### config.mk
export PLATFORM = sky130hd
export DESIGN_NAME = filter2d_stream
export DESIGN_NICKNAME = d
export VERILOG_FILES = /design/src/rtl/filter2d_pkg.sv /design/src/rtl/filter2d_addr_gen.sv /design/src/rtl/filter2d_stream.sv
export SDC_FILE = /design/constraint.sdc
export NUM_CORES = 1
export LEC_CHECK = 0
export CAP_MARGIN = 10
export CORE_MARGIN = 5
export CORE_UTILIZATION = 56
export CTS_BUF_LIST = sky130_fd_sc_hd__clkbuf_16
export DETAILED_ROUTE_END_ITERATION = 6
export PLACE_DENSITY = 0.78
export SETUP_SLACK_MARGIN = 0.15
export SLEW_MARGIN = 5
export SYNTH_ARGS = -nofsm -noshare
export SYNTH_HDL_FRONTEND = slang
export SYNTH_SLANG_ARGS = --single-unit
### constraint.sdc
create_clock -name clk -period 9.46 [get_ports clk]
set_input_delay 1.892 -clock clk [delete_from_list [all_inputs] [get_ports clk]]
set_output_delay 1.892 -clock clk [all_outputs]
set_load 0.02 [all_outputs]
### src/rtl/filter2d_pkg.sv
// Shared state encoding, 3x3 tap geometry and default smoothing kernel for filter2d_stream.
package filter2d_pkg;

  typedef enum logic [1:0] {IDLE, FETCH, ROUND, OUT} state_t;

  localparam int NTAPS = 9;

  // Row-major from the top-left tap: dx = k%3-1, dy = k/3-1.
  localparam int TAP_DX [NTAPS] = '{-1, 0, 1, -1, 0, 1, -1, 0, 1};
  localparam int TAP_DY [NTAPS] = '{-1, -1, -1, 0, 0, 0, 1, 1, 1};

  localparam int H_DEFAULT [NTAPS] = '{8, 16, 8, 16, 32, 16, 8, 16, 8};

  function automatic int acc_w(input int pix_w, input int coef_w);
    return pix_w + coef_w + 5;
  endfunction

endpackage

### src/rtl/filter2d_addr_gen.sv
// Maps (x, y, tap) to a row-major memory address with edge clamping, plus the in-bounds flag.
// Purely combinational; zero-padding mode drives address 0 for taps that fall off the image.
module filter2d_addr_gen
  import filter2d_pkg::*;
#(
  parameter int IMG_W  = 256,
  parameter int IMG_H  = 256,
  parameter int XW     = 8,
  parameter int YW     = 8,
  parameter int ADDR_W = 16
) (
  input  logic [XW-1:0]     x,
  input  logic [YW-1:0]     y,
  input  logic [3:0]        tap,
  input  logic              border_mode,
  output logic [ADDR_W-1:0] addr,
  output logic              in_bounds
);

  int tx, ty, cx, cy;

  always_comb begin
    tx = int'(x) + TAP_DX[tap];
    ty = int'(y) + TAP_DY[tap];
    in_bounds = (tx >= 0) && (tx < IMG_W) && (ty >= 0) && (ty < IMG_H);
    cx = (tx < 0) ? 0 : ((tx > IMG_W - 1) ? IMG_W - 1 : tx);
    cy = (ty < 0) ? 0 : ((ty > IMG_H - 1) ? IMG_H - 1 : ty);
    addr = (border_mode || in_bounds) ? ADDR_W'(cy * IMG_W + cx) : '0;
  end

endmodule

### src/rtl/filter2d_stream.sv
// Streaming 3x3 convolution over a memory-resident image: 9 tap reads, round/clamp, valid/ready output.
// Define FILTER2D_ABS_EN to output |r| (edge-magnitude mode) instead of clamping negatives to 0.
module filter2d_stream
  import filter2d_pkg::*;
#(
  parameter int IMG_W  = 256,
  parameter int IMG_H  = 256,
  parameter int PIX_W  = 8,
  parameter int COEF_W = 8,
  parameter int SHIFT  = 7,
  localparam int ADDR_W = $clog2(IMG_W * IMG_H)
) (
  input  logic                     clk,
  input  logic                     reset,
  input  logic                     start,
  input  logic                     border_mode,
  output logic                     busy,
  output logic                     done,
  output logic                     mem_rd,
  output logic [ADDR_W-1:0]        rd_addr,
  input  logic [PIX_W-1:0]         rd_data,
  output logic                     o_valid,
  input  logic                     o_ready,
  output logic [PIX_W-1:0]         o_data,
  input  logic                     h_write,
  input  logic [3:0]               h_idx,
  input  logic signed [COEF_W-1:0] h_data
);

  localparam int XW = (IMG_W > 1) ? $clog2(IMG_W) : 1;
  localparam int YW = (IMG_H > 1) ? $clog2(IMG_H) : 1;
  localparam int AW = acc_w(PIX_W, COEF_W);
  localparam logic signed [AW-1:0] RND_HALF = AW'(1 << (SHIFT - 1));
  localparam logic signed [AW-1:0] PIX_MAX  = AW'((1 << PIX_W) - 1);

  state_t                   state_q, state_d;
  logic [XW-1:0]            x_q, x_d;
  logic [YW-1:0]            y_q, y_d;
  logic [3:0]               tap_q, tap_d;
  logic [3:0]               ptap_q, ptap_d;
  logic                     pend_q, pend_d;
  logic                     puse_q, puse_d;
  logic                     bm_q, bm_d;
  logic                     done_q, done_d;
  logic signed [AW-1:0]     acc_q, acc_d;
  logic [PIX_W-1:0]         odata_q, odata_d;
  logic signed [COEF_W-1:0] h_q [NTAPS];
  logic signed [COEF_W-1:0] h_d [NTAPS];

  logic [ADDR_W-1:0]        gen_addr;
  logic                     gen_inb;
  logic                     last_pix;
  logic signed [AW-1:0]     pix_ext, coef_ext, prod, acc_sum, rnd;
  logic [PIX_W-1:0]         rnd_pix;

  filter2d_addr_gen #(
    .IMG_W (IMG_W),
    .IMG_H (IMG_H),
    .XW    (XW),
    .YW    (YW),
    .ADDR_W(ADDR_W)
  ) u_addr_gen (
    .x          (x_q),
    .y          (y_q),
    .tap        (tap_q),
    .border_mode(bm_q),
    .addr       (gen_addr),
    .in_bounds  (gen_inb)
  );

  assign busy     = (state_q != IDLE);
  assign done     = done_q;
  assign o_valid  = (state_q == OUT);
  assign o_data   = odata_q;
  assign mem_rd   = (state_q == FETCH) && (gen_inb || bm_q);
  assign rd_addr  = (state_q == FETCH) ? gen_addr : '0;
  assign last_pix = (x_q == XW'(IMG_W - 1)) && (y_q == YW'(IMG_H - 1));

  // rd_data belongs to the tap issued last cycle; skipped taps contribute nothing.
  always_comb begin
    pix_ext  = {{(AW - PIX_W){1'b0}}, rd_data};
    coef_ext = {{(AW - COEF_W){h_q[ptap_q][COEF_W-1]}}, h_q[ptap_q]};
    prod     = puse_q ? (pix_ext * coef_ext) : '0;
    acc_sum  = ((ptap_q == 4'd0) ? '0 : acc_q) + prod;
    rnd      = (acc_sum + RND_HALF) >>> SHIFT;
`ifdef FILTER2D_ABS_EN
    if (rnd < 0) rnd = -rnd;
`endif
    if (rnd < 0)            rnd_pix = '0;
    else if (rnd > PIX_MAX) rnd_pix = '1;
    else                    rnd_pix = rnd[PIX_W-1:0];
  end

  always_comb begin
    state_d = state_q;
    x_d     = x_q;
    y_d     = y_q;
    tap_d   = tap_q;
    ptap_d  = ptap_q;
    pend_d  = 1'b0;
    puse_d  = puse_q;
    bm_d    = bm_q;
    done_d  = 1'b0;
    acc_d   = acc_q;
    odata_d = odata_q;
    for (int i = 0; i < NTAPS; i++) h_d[i] = h_q[i];

    if (pend_q) acc_d = acc_sum;

    case (state_q)
      IDLE: begin
        if (h_write && (h_idx <= 4'd8)) h_d[h_idx] = h_data;
        if (start) begin
          state_d = FETCH;
          bm_d    = border_mode;
          x_d     = '0;
          y_d     = '0;
          tap_d   = 4'd0;
        end
      end
      FETCH: begin
        pend_d = 1'b1;
        ptap_d = tap_q;
        puse_d = mem_rd;
        if (tap_q == 4'd8) begin
          state_d = ROUND;
          tap_d   = 4'd0;
        end else begin
          tap_d = tap_q + 4'd1;
        end
      end
      ROUND: begin
        odata_d = rnd_pix;
        state_d = OUT;
      end
      OUT: begin
        if (o_ready) begin
          if (last_pix) begin
            state_d = IDLE;
            done_d  = 1'b1;
            x_d     = '0;
            y_d     = '0;
          end else begin
            state_d = FETCH;
            if (x_q == XW'(IMG_W - 1)) begin
              x_d = '0;
              y_d = y_q + YW'(1);
            end else begin
              x_d = x_q + XW'(1);
            end
          end
        end
      end
      default: state_d = IDLE;
    endcase
  end

  always_ff @(posedge clk) begin
    if (reset) begin
      state_q <= IDLE;
      x_q     <= '0;
      y_q     <= '0;
      tap_q   <= '0;
      ptap_q  <= '0;
      pend_q  <= 1'b0;
      puse_q  <= 1'b0;
      bm_q    <= 1'b0;
      done_q  <= 1'b0;
      acc_q   <= '0;
      odata_q <= '0;
      for (int i = 0; i < NTAPS; i++) h_q[i] <= COEF_W'(H_DEFAULT[i]);
    end else begin
      state_q <= state_d;
      x_q     <= x_d;
      y_q     <= y_d;
      tap_q   <= tap_d;
      ptap_q  <= ptap_d;
      pend_q  <= pend_d;
      puse_q  <= puse_d;
      bm_q    <= bm_d;
      done_q  <= done_d;
      acc_q   <= acc_d;
      odata_q <= odata_d;
      for (int i = 0; i < NTAPS; i++) h_q[i] <= h_d[i];
    end
  end

endmodule

==> metrics.csv <==
metric;value;unit
outcome;finished clean;
critPathLaunchType;primary input;
cts_buffers;17;
clock_skew;0.02011;ns
n_antenna_cell;0;
num-nets-final;1542;
fp.dieArea;0.02283;mm²
rr_endpoint;o_data[6];
die_w;151.1;µm
viasPerCell;5.610;
crit_type;primary input to flip-flop;
synth_area_leaders;dfxtp_1, ha_1, mux2i_1;
postCtsHoldBufs;0;
syn_avg_cell_area;8.522;µm²
core_area;0.01953;mm²
crit_start;rd_data[0];
regArea;0.002704;mm²
grt-ovfl-total;0;
drc;0;
hold_class;flip-flop to flip-flop;
drtIter0Drc;669;
wire_per_inst;15.36;µm
dp_slack;0.1497;ns
area_delta_synth_final;13.44;%
gp_congestion;0.9131;
yosysMostFrequentCell;nor2_1;
synth_area;0.01115;mm²
p_leak;5.470;nW
cp_max_fo;7;
ant_nets;0;
crit_required;9.70;ns
rows;51;
finalSetupViolCount;0;
min_period;8.810;ns
post_cts_buffers;0;
power_density;150.5;mW/mm²
multi_input_area;0.007869;mm²
ioPinCount;54;
cts_root_buffer;clkbuf_16;
hold_violations;0;
clk_latency;0.43;ns
fmax;113.5;MHz
grt_pass1_vias;9191;
ys_top_cells_by_count;nor2_1, dfxtp_1, ha_1;
grt_usage;23.11;%
drv_slew;0;
tns;0;ns
async_flop_share;0;%
wirelength;25.08;mm
worstMarginPinSlew;1.136;ns
antenna_found_initial;0;
layout_setup_ws;0.6500;ns
vdd_ir_drop_max;0.1665;mV
r2r_slack;0.68;ns
place_hpwl;18.13;mm
htree_levels;4;
ys_seq_elements;135;
period_share;93.13;%
synth_top_area_share;24.25;%
dr.pass1.iters;6;
crit_path_end;o_data[6];
drive_gt1_share;6.798;%
end_kind;flip-flop;
synth-edff-count;0;
cts_resized;0;
start_util;57.09;%
clock-sinks;135;
grt_max_degree;107;
ys.flop_type;dfxtp_1;
netlist_instances;1308;
max-slew-margin-rel;24.02;%
grt_first_pass_wirelength;43.53;mm
synth_cell_types;71;
whs;0.4686;ns
p_total;1.903;mW
vias;9161;
clk_path_buf_depth;2;
arrival;9.05;ns
ys_warn_count;0;
die_h;151.1;µm
portBuffers;53;
yosys.area.top_type;dfxtp_1;
cts_tree;yes;
clk_pin_slew;0.07;ns
reg2reg_depth;28;
seq_area_frac_synth;24.25;%
fillers;1607;
cpPeakStageDelay;0.54;ns
drv_cap;0;
rsz0062_at_grt;no;
crit_slowest_cell;fa_1;
[registers in the layout (all words and copies together), names as in the netlist, 2 cells and up, named ones only]
name	flops
acc_q	21
tap_q	4
x_q	8
state_q	2
o_data	8
ptap_q	4
y_q	8
h_q	72
[logic make-up (layout without fill, tap and decap cells)]
group	count (synthesis)	in the layout	share of synthesized area [%]
DFF	135	135	24.25
xor gates and xnor gates	58	58	4.557
adders and majority gates	161	161	20.83
and+or+nand+nor	474	474	21.17
muxes	105	105	11.24
AOI/OAI and AO/OA	211	211	12.36
other	2	8	0.06737
buffers and inverters	162	216	5.534
[layout by cell type (no fill, tap or decap), drive strengths merged, types with 9 or more instances in the layout]
cell	instances
nor2b	73
dfxtp	135
inv	112
clkdlybuf4s50	51
a31oi	12
nand4	15
and3	14
nor3	15
a21oi	78
and2	16
a21o	12
nand2	61
mux2i	88
xor2	29
clkbuf	17
o21a	10
mux4	16
o21ai	26
ha	120
nor2	197
nand2b	21
nand3	20
clkinv	9
xnor2	29
a211oi	14
fa	41
buf	26
[cell type report]
type | count | share of cell area (%)
multi-input combinational | 1017 | 62.23
sequential | 135 | 21.38
timing repair buffer | 78 | 5.680
clock buffer | 17 | 3.364
inverter | 106 | 3.147
tap | 265 | 2.622
clock inverter | 15 | 1.573
[layer usage]
metal / vias to the layer above / GRT usage [%] / share of wire [%]
li1: 4585 / - / -
met1: 4346 / 31.65 / 47
met2: 205 / 38.83 / 48
met3: 25 / 3.351 / 3.8
met4: 0 / 5.168 / 1.1
met5: - / 0 / 0
[through the flow]
stage	std cells	utilization, %	instance area, µm²
6_report	1633	64.76	12640
5_1_grt	1633	64.76	12640
4_1_cts	1633	64.71	12630
3_5_place_dp	1601	61.51	12010
3_3_place_gp	1601	61.51	12010
2_1_floorplan	1314	-	11170
[worst min-delay path by stage]
stage | start | end | slack [ns] | depth (start not counted)
2_1_floorplan | h_q[2][3] | h_q[2][3] | 0.43 | 1
3_3_place_gp | h_q[2][3] | h_q[2][3] | 0.44 | 1
3_5_place_dp | h_q[4][5] | h_q[4][5] | 0.46 | 1
4_1_cts | h_q[4][5] | h_q[4][5] | 0.47 | 1
5_1_grt | h_q[4][5] | h_q[4][5] | 0.49 | 1
6_report | h_q[4][5] | h_q[4][5] | 0.47 | 1
[worst max-delay path, delay by kind of cell]
kind | cells | cell delay [ns]
adder cells (fa/ha/maj) | 6 | 2.67
buffers and inverters | 6 | 0.82
XOR/XNOR | 1 | 0.21
AO/OA/AOI/OAI | 9 | 1.56
AND/OR/NAND/NOR | 7 | 1.85
[power breakdown]
part	switching [mW]	internal (mW)	total (mW)
logic	0.356	0.245	0.601
clock network	0.322	0.362	0.684
registers	0.0274	0.591	0.619
total	0.705	1.20	1.90
No activity file was read; power rests on OpenSTA's default activity.
